<file path="config.mk">
export PLATFORM = sky130hd
export DESIGN_NAME = alu_arbiter_flat
export DESIGN_NICKNAME = d
export VERILOG_FILES = /design/src/rtl/alu_pkg.sv /design/src/rtl/alu_arbiter_if.sv /design/src/rtl/rr_arbiter2.sv /design/src/rtl/alu_arbiter.sv /design/src/flat_wrapper.sv
export SDC_FILE = /design/constraint.sdc
export NUM_CORES = 1
export LEC_CHECK = 0
export CAP_MARGIN = 20
export CELL_PAD_IN_SITES_DETAIL_PLACEMENT = 0
export CELL_PAD_IN_SITES_GLOBAL_PLACEMENT = 1
export CORE_ASPECT_RATIO = 0.9
export CORE_MARGIN = 2
export CORE_UTILIZATION = 31
export CTS_CLUSTER_DIAMETER = 50
export DETAILED_ROUTE_END_ITERATION = 10
export GPL_ROUTABILITY_DRIVEN = 0
export HOLD_SLACK_MARGIN = 0.06
export PLACE_DENSITY_LB_ADDON = 0.12
export SYNTH_ARGS = -nofsm -noshare
export SYNTH_HDL_FRONTEND = slang
export SYNTH_SLANG_ARGS = --single-unit
</file>
<file path="constraint.sdc">
create_clock -name clk -period 2.4 [get_ports clk]
set_input_delay 0.48 -clock clk [delete_from_list [all_inputs] [get_ports clk]]
set_output_delay 0.48 -clock clk [all_outputs]
set_load 0.02 [all_outputs]
</file>
<file path="src/rtl/alu_pkg.sv">
// Shared definitions for the two-client ALU arbiter: opcodes, FSM encoding and default width.
package alu_pkg;

    localparam int DEF_WIDTH = 32;

    localparam logic [2:0] OP_AND = 3'b000;
    localparam logic [2:0] OP_OR  = 3'b001;
    localparam logic [2:0] OP_ADD = 3'b010;
    localparam logic [2:0] OP_SUB = 3'b110;
    localparam logic [2:0] OP_SLT = 3'b111;

    typedef enum logic [1:0] {
        IDLE = 2'd0,
        WAIT = 2'd1,
        RESP = 2'd2
    } state_t;

    // Subtract-style ops invert B and inject a carry; bit 2 of the opcode encodes both.
    function automatic logic op_b_invert(input logic [2:0] op);
        return op[2];
    endfunction

endpackage

</file>
<file path="src/rtl/alu_arbiter_if.sv">
// Bundle of request, ALU-side and response signals between the arbiter and its surroundings.
// Handshake: a request from client i is accepted at a rising edge where req_valid[i] & req_ready[i];
// the response is a single-cycle rsp_valid strobe with no backpressure.
interface alu_arbiter_if #(
    parameter int WIDTH = alu_pkg::DEF_WIDTH
);
    import alu_pkg::*;

    logic [1:0]       req_valid;
    logic [1:0]       req_ready;
    logic [2:0]       req_op0;
    logic [2:0]       req_op1;
    logic [WIDTH-1:0] req_a0;
    logic [WIDTH-1:0] req_a1;
    logic [WIDTH-1:0] req_b0;
    logic [WIDTH-1:0] req_b1;

    logic [2:0]       alu_operation;
    logic [WIDTH-1:0] alu_a;
    logic [WIDTH-1:0] alu_b;
    logic             alu_b_invert;
    logic             alu_carry_in;
    logic [WIDTH-1:0] alu_c;
    logic             alu_zero;
    logic             alu_overflow;
    logic             alu_carry_out;

    logic             rsp_valid;
    logic             rsp_id;
    logic [WIDTH-1:0] rsp_c;
    logic             rsp_zero;
    logic             rsp_overflow;
    logic             rsp_carry;

    logic             busy;
    state_t           dbg_state;

    modport slave (
        input  req_valid, req_op0, req_op1, req_a0, req_a1, req_b0, req_b1,
        input  alu_c, alu_zero, alu_overflow, alu_carry_out,
        output req_ready,
        output alu_operation, alu_a, alu_b, alu_b_invert, alu_carry_in,
        output rsp_valid, rsp_id, rsp_c, rsp_zero, rsp_overflow, rsp_carry,
        output busy, dbg_state
    );

    modport master (
        output req_valid, req_op0, req_op1, req_a0, req_a1, req_b0, req_b1,
        output alu_c, alu_zero, alu_overflow, alu_carry_out,
        input  req_ready,
        input  alu_operation, alu_a, alu_b, alu_b_invert, alu_carry_in,
        input  rsp_valid, rsp_id, rsp_c, rsp_zero, rsp_overflow, rsp_carry,
        input  busy, dbg_state
    );

endinterface

</file>
<file path="src/rtl/rr_arbiter2.sv">
// Two-way round-robin grant; the pointer moves to the other client whenever a grant is taken.
module rr_arbiter2 (
    input  logic       clk,
    input  logic       rst_n,
    input  logic [1:0] i_req,
    input  logic       i_en,
    output logic [1:0] o_grant
);

    logic       r_ptr;
    logic [1:0] w_grant;

    always_comb begin
        w_grant = 2'b00;
        if (i_en) begin
            case (i_req)
                2'b01:   w_grant = 2'b01;
                2'b10:   w_grant = 2'b10;
                2'b11:   w_grant = r_ptr ? 2'b10 : 2'b01;
                default: w_grant = 2'b00;
            endcase
        end
    end

    // Granting client 0 hands priority to client 1 and vice versa.
    always_ff @(posedge clk) begin
        if (!rst_n) begin
            r_ptr <= 1'b0;
        end else if (|(i_req & w_grant)) begin
            r_ptr <= w_grant[0];
        end
    end

    assign o_grant = w_grant;

endmodule

</file>
<file path="src/rtl/alu_arbiter.sv">
// Shares one ALU between two clients: arbitrate, latch operands, wait ALU_LAT edges,
// then return the captured result as a one-cycle tagged response.
module alu_arbiter
    import alu_pkg::*;
#(
    parameter int WIDTH   = DEF_WIDTH,
    parameter int ALU_LAT = 1
) (
    input  logic         clk,
    input  logic         rst_n,
    alu_arbiter_if.slave bus
);

    localparam logic [2:0] LAT_CNT = 3'(ALU_LAT);

    state_t           r_state;
    logic [2:0]       r_cnt;
    logic             r_owner;
    logic [2:0]       r_alu_op;
    logic [WIDTH-1:0] r_alu_a;
    logic [WIDTH-1:0] r_alu_b;
    logic             r_b_invert;
    logic             r_rsp_valid;
    logic             r_rsp_id;
    logic [WIDTH-1:0] r_rsp_c;
    logic             r_rsp_zero;
    logic             r_rsp_ovf;
    logic             r_rsp_carry;

    logic [1:0]       w_grant;
    logic             w_idle;
    logic             w_accept;
    logic             w_sel;
    logic [2:0]       w_op;
    logic [WIDTH-1:0] w_a;
    logic [WIDTH-1:0] w_b;

    assign w_idle   = rst_n && (r_state == IDLE);
    assign w_accept = |(bus.req_valid & w_grant);
    assign w_sel    = w_grant[1];
    assign w_op     = w_sel ? bus.req_op1 : bus.req_op0;
    assign w_a      = w_sel ? bus.req_a1  : bus.req_a0;
    assign w_b      = w_sel ? bus.req_b1  : bus.req_b0;

    rr_arbiter2 u_arb (
        .clk     (clk),
        .rst_n   (rst_n),
        .i_req   (bus.req_valid),
        .i_en    (w_idle),
        .o_grant (w_grant)
    );

    always_ff @(posedge clk) begin
        if (!rst_n) begin
            r_state     <= IDLE;
            r_cnt       <= '0;
            r_owner     <= 1'b0;
            r_alu_op    <= '0;
            r_alu_a     <= '0;
            r_alu_b     <= '0;
            r_b_invert  <= 1'b0;
            r_rsp_valid <= 1'b0;
            r_rsp_id    <= 1'b0;
            r_rsp_c     <= '0;
            r_rsp_zero  <= 1'b0;
            r_rsp_ovf   <= 1'b0;
            r_rsp_carry <= 1'b0;
        end else begin
            case (r_state)
                IDLE: begin
                    if (w_accept) begin
                        r_alu_op   <= w_op;
                        r_alu_a    <= w_a;
                        r_alu_b    <= w_b;
                        r_b_invert <= op_b_invert(w_op);
                        r_owner    <= w_sel;
                        r_cnt      <= '0;
                        r_state    <= WAIT;
                    end
                end
                // Operands stay frozen here so the ALU sees stable inputs for ALU_LAT edges.
                WAIT: begin
                    if (r_cnt == LAT_CNT) begin
                        r_rsp_c     <= bus.alu_c;
                        r_rsp_zero  <= bus.alu_zero;
                        r_rsp_ovf   <= bus.alu_overflow;
                        r_rsp_carry <= bus.alu_carry_out;
                        r_rsp_id    <= r_owner;
                        r_rsp_valid <= 1'b1;
                        r_state     <= RESP;
                    end else begin
                        r_cnt <= r_cnt + 3'd1;
                    end
                end
                RESP: begin
                    r_rsp_valid <= 1'b0;
                    r_state     <= IDLE;
                end
                default: r_state <= IDLE;
            endcase
        end
    end

    assign bus.req_ready     = w_grant;
    assign bus.alu_operation = r_alu_op;
    assign bus.alu_a         = r_alu_a;
    assign bus.alu_b         = r_alu_b;
    assign bus.alu_b_invert  = r_b_invert;
    assign bus.alu_carry_in  = r_b_invert;
    assign bus.rsp_valid     = r_rsp_valid;
    assign bus.rsp_id        = r_rsp_id;
    assign bus.rsp_c         = r_rsp_c;
    assign bus.rsp_zero      = r_rsp_zero;
    assign bus.rsp_overflow  = r_rsp_ovf;
    assign bus.rsp_carry     = r_rsp_carry;
    assign bus.busy          = (r_state != IDLE);
    assign bus.dbg_state     = r_state;

endmodule

</file>
<file path="src/flat_wrapper.sv">
// flat-port wrapper written by rule: the top's interface ports become plain ports
module alu_arbiter_flat import alu_pkg::*;
#(
    parameter int WIDTH   = DEF_WIDTH,
    parameter int ALU_LAT = 1
)
  (clk, rst_n, bus_req_valid, bus_req_op0, bus_req_op1, bus_req_a0, bus_req_a1, bus_req_b0, bus_req_b1, bus_alu_c, bus_alu_zero, bus_alu_overflow, bus_alu_carry_out, bus_req_ready, bus_alu_operation, bus_alu_a, bus_alu_b, bus_alu_b_invert, bus_alu_carry_in, bus_rsp_valid, bus_rsp_id, bus_rsp_c, bus_rsp_zero, bus_rsp_overflow, bus_rsp_carry, bus_busy, bus_dbg_state);
  alu_arbiter_if #(.WIDTH(WIDTH)) bus_i ();
  input  logic clk;
  input  logic rst_n;
  input wire logic [$bits(bus_i.req_valid)-1:0] bus_req_valid;
  input wire logic [$bits(bus_i.req_op0)-1:0] bus_req_op0;
  input wire logic [$bits(bus_i.req_op1)-1:0] bus_req_op1;
  input wire logic [$bits(bus_i.req_a0)-1:0] bus_req_a0;
  input wire logic [$bits(bus_i.req_a1)-1:0] bus_req_a1;
  input wire logic [$bits(bus_i.req_b0)-1:0] bus_req_b0;
  input wire logic [$bits(bus_i.req_b1)-1:0] bus_req_b1;
  input wire logic [$bits(bus_i.alu_c)-1:0] bus_alu_c;
  input wire logic [$bits(bus_i.alu_zero)-1:0] bus_alu_zero;
  input wire logic [$bits(bus_i.alu_overflow)-1:0] bus_alu_overflow;
  input wire logic [$bits(bus_i.alu_carry_out)-1:0] bus_alu_carry_out;
  output wire logic [$bits(bus_i.req_ready)-1:0] bus_req_ready;
  output wire logic [$bits(bus_i.alu_operation)-1:0] bus_alu_operation;
  output wire logic [$bits(bus_i.alu_a)-1:0] bus_alu_a;
  output wire logic [$bits(bus_i.alu_b)-1:0] bus_alu_b;
  output wire logic [$bits(bus_i.alu_b_invert)-1:0] bus_alu_b_invert;
  output wire logic [$bits(bus_i.alu_carry_in)-1:0] bus_alu_carry_in;
  output wire logic [$bits(bus_i.rsp_valid)-1:0] bus_rsp_valid;
  output wire logic [$bits(bus_i.rsp_id)-1:0] bus_rsp_id;
  output wire logic [$bits(bus_i.rsp_c)-1:0] bus_rsp_c;
  output wire logic [$bits(bus_i.rsp_zero)-1:0] bus_rsp_zero;
  output wire logic [$bits(bus_i.rsp_overflow)-1:0] bus_rsp_overflow;
  output wire logic [$bits(bus_i.rsp_carry)-1:0] bus_rsp_carry;
  output wire logic [$bits(bus_i.busy)-1:0] bus_busy;
  output wire logic [$bits(bus_i.dbg_state)-1:0] bus_dbg_state;
  assign bus_i.req_valid = bus_req_valid;
  assign bus_i.req_op0 = bus_req_op0;
  assign bus_i.req_op1 = bus_req_op1;
  assign bus_i.req_a0 = bus_req_a0;
  assign bus_i.req_a1 = bus_req_a1;
  assign bus_i.req_b0 = bus_req_b0;
  assign bus_i.req_b1 = bus_req_b1;
  assign bus_i.alu_c = bus_alu_c;
  assign bus_i.alu_zero = bus_alu_zero;
  assign bus_i.alu_overflow = bus_alu_overflow;
  assign bus_i.alu_carry_out = bus_alu_carry_out;
  assign bus_req_ready = bus_i.req_ready;
  assign bus_alu_operation = bus_i.alu_operation;
  assign bus_alu_a = bus_i.alu_a;
  assign bus_alu_b = bus_i.alu_b;
  assign bus_alu_b_invert = bus_i.alu_b_invert;
  assign bus_alu_carry_in = bus_i.alu_carry_in;
  assign bus_rsp_valid = bus_i.rsp_valid;
  assign bus_rsp_id = bus_i.rsp_id;
  assign bus_rsp_c = bus_i.rsp_c;
  assign bus_rsp_zero = bus_i.rsp_zero;
  assign bus_rsp_overflow = bus_i.rsp_overflow;
  assign bus_rsp_carry = bus_i.rsp_carry;
  assign bus_busy = bus_i.busy;
  assign bus_dbg_state = bus_i.dbg_state;
  alu_arbiter #(.WIDTH(WIDTH), .ALU_LAT(ALU_LAT)) u_core (.clk(clk), .rst_n(rst_n), .bus(bus_i));
endmodule
</file>
==> results.json, run 1 <==
{
  "pwr-share-seq_pct": 39.7,
  "p_leak_nw": 3.97,
  "hold_viol": 0,
  "cts_tree": "done",
  "antenna_found_initial": 1,
  "synth_area_um2": 5950,
  "power_density_nw_per_um2": 550,
  "required_ns": 1.92,
  "hold_depth": 2,
  "dp.cells": 1215,
  "timing.rr.start": "u_core.bus.dbg_state[0]",
  "portBuffers": 283,
  "hold_ws_ns": 0.463,
  "cp.arrival_ns": 1.72,
  "h-tree-depth": 3,
  "worst_pin_slew_ns": 0.840,
  "synth_fp_nets": 925,
  "hp-class": "reg2reg",
  "clock_sinks": 111,
  "final_common_cell": "clkdlybuf4s50_1",
  "first_global_vias": 5882,
  "yosys_warnings": 0,
  "crit_path_end_kind": "primary output",
  "dieArea_um2": 20300,
  "worstSetupStartpointType": "register",
  "wirelength_um": 20700,
  "fin_tns_setup_ns": 0,
  "final_cell_mix": "279 x clkdlybuf4s50_1, 141 x nand2_1, 111 x dfxtp_1",
  "clk_pin_slew_ns": 0.08,
  "clk_latency_ns": 0.36,
  "die_h_um": 135,
  "crit_type": "reg2out",
  "grt_first_pass_wirelength_um": 32000,
  "row_count": 48,
  "finalClockSkew_ns": 0.00945,
  "hpwl_um": 13100,
  "grt_overflow": 0,
  "fmax_mhz": 454,
  "initial_core_util_pct": 31.3,
  "vias": 6151,
  "rsz0062_at_grt": "no",
  "yosys.cell_types.count": 36,
  "critPathMaxStageDelay_ns": 0.41,
  "status": "finished, final reports clean",
  "numCtsBuffers": 9,
  "min_to": "u_core.bus.rsp_c[27]",
  "synth_edf_count": 0,
  "vias_per_cell": 4.99,
  "ys_seq_elements": 111,
  "area_delta_synth_final_pct": 56.3,
  "fin_cells": 1233,
  "r2r_end": "u_core.bus.alu_b[7]",
  "clockPowerShare_pct": 30.9,
  "yosys_most_used_dff": "dfxtp_1",
  "dr.pass1.iters": 4,
  "synth-seq-area-share_pct": 37.4,
  "period_share_pct": 91.7,
  "final-setup-viol-count": 0,
  "finalWorstSetupSlack_ns": 0.199,
  "grt_max_degree": 118,
  "internal-power_mw": 3.49,
  "place_ws_ns": -0.0202,
  "cts_hold_buf": 0,
  "ir_worst_vdd_mv": 0.343,
  "ant_nets": 0,
  "coreArea_um2": 19000,
  "switching_share_pct": 31.8,
  "slowest_stage": "dfxtp_1",
  "clock_path_buffers": 2,
  "finalCriticalPeriod_ns": 2.20,
  "track_usage_pct": 19.9,
  "regToRegSetupSlack_ns": 0.36,
  "drc": 0,
  "cts-root-buf": "clkbuf_16",
  "r2r_cells": 6,
  "die_w_um": 150,
  "drv_slew": 0,
  "netlist_instances": 750,
  "avgRoutedWirePerCell_um": 16.8,
  "drive_gt1_share_pct": 7.13,
  "dr.first_iter.drc_count": 222,
  "cap_violations": 0,
  "hold_start": "u_core.bus.rsp_c[27]",
  "crit_path_cell_trace": "nor3b_4 -> buf_4 -> and3_1 -> dlygate4sd2_1",
  "ios": 284,
  "p_sw_mw": 1.63,
  "avgSynthCellArea_um2": 7.93,
  "critPathMaxFanout": 8,
  "layout.nets": 1152,
  "fin_util_pct": 49.0,
  "pwr-share-comb_pct": 29.3,
  "maxSlewHeadroom_pct": 44.0,
  "synthArstFlopShare_pct": 0
}
[worst max-delay path: cells and delay by family, from the launching register on]
family	cells	cell delay, ns
buf+inv	2	0.55
flops	1	0.41
simple gates	2	0.41
[layout make-up]
class,instances,area [um2]
antenna,1,2.50
timing repair buffer,306,3090
fill,1932,9680
clock inverter,7,88.8
tap,250,313
inverter,71,267
sequential,111,2220
clock buffer,9,225
multi-input combinational,478,3090
[power groups by stage]
stage	clock network, mW	logic (mW)	registers [mW]
global placement	0	1.51	2.07
CTS	1.65	1.51	2.03
finish	1.58	1.50	2.03
global route	1.71	1.61	2.05
detailed placement	0	1.51	2.08
floorplan	0	0.646	2.21
[through the flow]
step	instance area, um2	total power, mW
after floorplan	5950	2.86
after global placement	8970	3.58
after detailed placement	8970	3.58
after CTS	9290	5.19
after global routing	9290	5.37
final	9300	5.11
[state kept, by name, summed over array words and instances, names as in the netlist, 2 cells and up]
register,flops
u_core.bus.alu_b,32
u_core.r_cnt,3
u_core.bus.alu_a,32
u_core.bus.rsp_c,32
u_core.bus.dbg_state,2
u_core.bus.alu_operation,2
[repair_timing]
item                       CTS  global route
setup endpoints to repair    2             1
cloned                       0             0
gates resized for setup      1             1
pin swaps                    1             0
setup buffers                1             0
[worst max-delay path by stage]
stage	startpoint	end	slack [ns]	cells past startpoint
2_1_floorplan	bus_req_valid[0]	bus_req_ready[1]	0.56	5
3_3_place_gp	bus_req_valid[0]	bus_req_ready[1]	-0.002	4
5_1_grt	u_core.bus.dbg_state[0]	bus_req_ready[1]	0.1	4
6_report	u_core.bus.dbg_state[0]	bus_req_ready[1]	0.20	4
3_5_place_dp	bus_req_valid[0]	bus_req_ready[1]	-0.02	4
4_1_cts	bus_req_valid[0]	bus_req_ready[0]	0.02	4
[cell usage after synthesis (all sizes together) (2+ instances only)]
cell	n	area, um2
nand2	142	533
dfxtp	111	2220
inv	71	267
a21o	67	503
a31oi	67	419
nor3	67	430
o311a	67	671
clkbuf	56	211
a21boi	37	278
buf	34	189
o21ai	5	25.0
a21oi	2	10.0
and2	2	12.5
ha	2	25.0
nand2b	2	12.5
nor2b	2	12.5
nor3b	2	20.0
or2	2	12.5
[cell families (layout without fill, tap and decap cells)]
kind of cell               Yosys count  in the layout  share of synthesized area, %
muxes                                1              1                         0.189
and+or+nand+nor                    228            228                          18.5
adders and majority gates            2              2                         0.421
DFF                                111            111                          37.4
AOI/OAI and AO/OA                  247            247                          32.3
other                                0              1                             0
buffers and inverters              161            393                          11.2
[per-layer routing]
layer	vias up	share of wire [%]	GRT usage, %
met5	-	0	0
li1	3102	-	-
met1	2848	45	25.4
met2	181	46	32.3
met4	0	1.5	5.50
met3	20	7.4	6.57
Power figures use the tool's default switching activity.
==> inputs of run 2 (changes only) <==
--- a/config.mk
+++ b/config.mk
@@ -16,6 +16,7 @@
 export GPL_ROUTABILITY_DRIVEN = 0
 export HOLD_SLACK_MARGIN = 0.06
 export PLACE_DENSITY_LB_ADDON = 0.12
+export REMOVE_ABC_BUFFERS = 1
 export SYNTH_ARGS = -nofsm -noshare
 export SYNTH_HDL_FRONTEND = slang
 export SYNTH_SLANG_ARGS = --single-unit
==> run 2 against run 1 <==
  * Utilization about the same
  * Setup slack worse by 0.0045 ns
  * Register-to-register slack about the same
  * Combinational power about the same
  * Critical endpoint unchanged
  * Largest power group unchanged
==> results.json, run 2 (synthesis gave the netlist of run 1 again) <==
{
  "slowest_stage": "dfxtp_1",
  "crit_path_cell_trace": "nor3b_4 -> buf_4 -> and3_1 -> dlygate4sd2_1",
  "vias_per_cell": 4.99,
  "row_count": 48,
  "hold_viol": 0,
  "antenna_found_initial": 0,
  "cts_hold_buf": 0,
  "grt_first_pass_wirelength_um": 32600,
  "dr.first_iter.drc_count": 252,
  "vias": 6138,
  "cap_violations": 0,
  "antennaDiodeCount": 0,
  "total_power_mw": 5.17,
  "fin_util_pct": 48.9,
  "avgRoutedWirePerCell_um": 17.1,
  "grt_overflow": 0,
  "hp-class": "reg2reg",
  "ir_worst_vdd_mv": 0.311,
  "clock_sinks": 111,
  "first_global_vias": 5803,
  "clk_latency_ns": 0.35,
  "pwr-share-seq_pct": 39.3,
  "final-setup-viol-count": 0,
  "crit_path_end_kind": "primary output",
  "switching_share_pct": 29.4,
  "cp.arrival_ns": 1.73,
  "initial_core_util_pct": 31.3,
  "drc": 0,
  "coreArea_um2": 19000,
  "period_share_pct": 91.9,
  "clock_path_buffers": 2,
  "internal-power_mw": 3.65,
  "fmax_mhz": 453,
  "dr.pass1.iters": 4,
  "p_leak_nw": 3.97,
  "ios": 284,
  "pwr-share-comb_pct": 29.0,
  "final_common_cell": "clkdlybuf4s50_1",
  "wirelength_um": 21000,
  "track_usage_pct": 20.1,
  "fin_tns_setup_ns": 0,
  "finalClockSkew_ns": 0.00777,
  "finalCriticalPeriod_ns": 2.21,
  "numCtsBuffers": 9,
  "worstSetupStartpointType": "register",
  "use_met3_pct": 5.52,
  "cts_tree": "done",
  "area_delta_synth_final_pct": 56.2,
  "p_sw_mw": 1.52,
  "final_cell_mix": "279 x clkdlybuf4s50_1, 141 x nand2_1, 111 x dfxtp_1",
  "portBuffers": 283,
  "critPathMaxFanout": 8,
  "required_ns": 1.92,
  "place_ws_ns": 0.0126,
  "clockPowerShare_pct": 31.7,
  "status": "finished, final reports clean",
  "layout.nets": 1150,
  "worst_pin_slew_ns": 0.513,
  "globalRouteMet1Util_pct": 26.6,
  "power_density_nw_per_um2": 557,
  "ant_nets": 0,
  "die_w_um": 150,
  "dieArea_um2": 20300,
  "hpwl_um": 13500,
  "clk_pin_slew_ns": 0.07,
  "critPathMaxStageDelay_ns": 0.41,
  "met2_usage_pct": 32.1,
  "drv_slew": 0,
  "grt_max_degree": 112,
  "crit_type": "reg2out",
  "r2r_cells": 6,
  "nFillCells": 1914,
  "grt.busiest_layer": "met2",
  "finalWorstSetupSlack_ns": 0.194,
  "rsz0062_at_grt": "no",
  "maxSlewHeadroom_pct": 65.8,
  "drive_gt1_share_pct": 6.74,
  "hold_depth": 2,
  "cts-root-buf": "clkbuf_16",
  "h-tree-depth": 3,
  "die_h_um": 135
}
==> run 2: cell types whose count changed in the layout (fill, tap and decap cells not counted) <==
cell / previous run / this run
inv_8: 2 / 0
clkinv_2: 0 / 1
clkbuf_1: 0 / 1
bufinv_16: 0 / 2
diode_2: 1 / 0
buf_4: 18 / 15
buf_12: 7 / 8
clkinv_8: 3 / 0
==> run 2: metrics by stage <==
stage               hold WS (ns)  cells  cell area (um2)
floorplan                  0.441    660             5550
global placement           0.450   1213             8970
detailed placement         0.457   1213             8970
CTS                        0.467   1229             9290
global route               0.487   1229             9290
finish                     0.465   1229             9290
==> run 2: worst max-delay path, delay by kind of cell, from the launching register on <==
| kind | cells | cell delay (ns) |
|---|---|---|
| simple gates | 2 | 0.44 |
| flops | 1 | 0.41 |
| buf+inv | 2 | 0.52 |
==> run 2: timing repair <==
action / CTS / global route
gates resized for setup: 1 / 1
setup buffers: 1 / 0
endpoints found under the setup margin: 2 / 1
pin swaps: 1 / 0
==> run 2: worst paths after layout <==
check             slack, ns              endpoint                     from
setup / recovery       0.19      bus_req_ready[1]  u_core.bus.dbg_state[0]
hold / removal         0.46  u_core.bus.rsp_c[10]     u_core.bus.rsp_c[10]
setup reg to reg       0.37   u_core.bus.alu_a[7]  u_core.bus.dbg_state[0]
hold reg to reg        0.46  u_core.bus.rsp_c[10]     u_core.bus.rsp_c[10]
==> run 2: layout make-up <==
type	instances	area, um2	share of cell area [%]
Clock buffer	10	229	2.46
Timing Repair Buffer	304	3090	33.2
Inverter	71	267	2.87
Tap cell	250	313	3.37
Sequential cell	111	2220	23.9
Clock inverter	5	82.6	0.889
Multi-Input combinational cell	478	3090	33.3
==> run 2: routing by layer <==
| layer | part of all wire, % | vias up |
|---|---|---|
| met3 | 6.2 | 20 |
| met1 | 46 | 2860 |
| met5 | 0 | - |
| met2 | 46 | 158 |
| li1 | - | 3100 |
| met4 | 1.7 | 0 |
==> run 2: power groups by stage <==
stage | Sequential (mW) | Clock [mW] | Combinational (mW)
4_1_cts | 2.03 | 1.70 | 1.51
3_5_place_dp | 2.07 | 0 | 1.51
3_3_place_gp | 2.07 | 0 | 1.51
6_report | 2.03 | 1.64 | 1.50
2_1_floorplan | 2.22 | 0 | 0.549
5_1_grt | 2.05 | 1.78 | 1.61
==> RTL change, RTL diff (flow settings as in run 2) <==
`DEF_WIDTH`: 32 -> 64.
--- a/src/rtl/alu_pkg.sv
+++ b/src/rtl/alu_pkg.sv
@@ -3,3 +3,3 @@
 
-    localparam int DEF_WIDTH = 32;
+    localparam int DEF_WIDTH = 64;
 
Interface: changed (8 resized); port bits go from 284 to 540. No check against the original RTL was run, so the function may have changed too.
==> RTL change against run 2 <==
- final area grew 94%
- clock power rose to 3.2 times the old value
- cell count rose by 92%
- core utilization rose by 2.9 points
- setup slack lost 0.041 ns
- routed wire length increased by 130%
- critical path depth decreased by 2
- synthesized area rose by 83%
- hold slack got worse by 0.062 ns
- sequential cell count up 96
- total power rose by 130%
- register-to-register slack lost 0.09 ns
- synthesized cell count increased by 88%
==> RTL change: results (changes against run 2) <==
[finish]
fillers=3349  ; +75%
final_nets=2190  ; +90%
postLayoutCoreUtil_pct=51.82  ; +2.9 points
layout-drive-gt1-share_pct=6.070  ; -0.67 points

[synthesis]
ys_types=38  ; +5.6%
syn_area_per_cell_um2=7.737  ; -2.4%
muxShareOfSynthArea_pct=0.1034  ; -0.086 points
ys_top_cells_by_count=nand2_1 (269), dfxtp_1 (207), inv_1 (135)
synthAdderAreaFrac_pct=0.2297  ; -0.19 points
ys_seq_area_share_pct=38.04  ; +0.68 points

[timing]
worst_pin_slew_ns=1.064  ; +0.5507 ns

[drt]
wl_per_cell_um=20.67  ; +21%
wl_mm=48.65  ; +130%

[place]
placed_cells=2290  ; +89%
port_buffers=539  ; +90%
dpl.hpwl_mm=32.89  ; +140%
place_worst_setup_slack_ns=0.05528  ; +0.04265 ns
place_area_mm2=0.01684  ; +88%

[pwr]
p_int_mw=8.588  ; +140%
p_seq_mw=3.81  ; +88%
p_clk_share_pct=43.4  ; +12 points
power_density_mw_per_mm2=661.8  ; +19%
peakVddDrop_mv=0.4605  ; +48%
cellLeakagePower_nw=7.787  ; +96%

[worst_setup_path]
worst-path-max-fanout=7  ; -1
cp.arrival_ns=1.77  ; +0.04 ns

[global_route]
grt_max_degree=208  ; +86%
antenna_found_initial=11  ; +11
grtUsageTotal_pct=25.09  ; +5.0 points

[status]
status=finished clean

[clocking]
htree_levels=1  ; -2
clockBufferDepth=3  ; +1

RTL change: cell types whose count changed after synthesis, moves of 22 or more:
cell,before,now
inv_1,71,135
a21boi_0,37,59
nor3_1,48,130
a21o_1,67,130
dfxtp_1,111,207
a31oi_1,67,131
o311a_1,67,130
clkbuf_1,55,115
nand2_1,142,269
RTL change: final timing paths:
check	cells past startpoint	slack (ns)	from	endpoint
max	2	0.15	u_core.bus.dbg_state[1]	bus_dbg_state[1]
min	3	0.40	bus_req_valid[1]	u_core.bus.alu_b[49]
max reg2reg	6	0.28	u_core.bus.dbg_state[1]	u_core.bus.alu_b[15]
min reg2reg	2	0.45	u_core.bus.rsp_c[19]	u_core.bus.rsp_c[19]
RTL change: cell type report:
| type | count | share of cell area (%) |
|---|---|---|
| diodes | 7 | 0.09711 |
| well taps | 469 | 3.253 |
| clock buffers | 40 | 4.877 |
| flip-flops and latches | 207 | 22.97 |
| clock inverters | 16 | 1.651 |
| repair buffers | 587 | 33.35 |
| inverters | 135 | 2.809 |
| multi-input cells | 893 | 30.99 |
RTL change: critical path: stages (launching register included):
cell             delay (ns)
dfxtp_1                0.39
buf_4                  0.20
clkdlybuf4s50_1        0.62
RTL change: layer usage:
layer	up-vias	wire length (um)	share of wire, %	track usage (%)
li1	5900	-	-	-
met1	5782	19870	41	30.63
met2	495	23230	48	42.37
met3	73	4288	8.8	7.933
met4	8	1205	2.5	7.176
met5	-	53	0.11	0
RTL change: cell families after synthesis:
family,after synthesis
AOI/OAI and AO/OA,471
adders and majority gates,2
buffers and inverters,308
DFF,207
muxes,1
and+or+nand+nor,419
RTL change: repair_timing:
action                                  in CTS  in global routing
buffers inserted                             1                  0
resized for setup                            4                  1
endpoints found under the setup margin       3                  1
pin swaps                                    1                  0
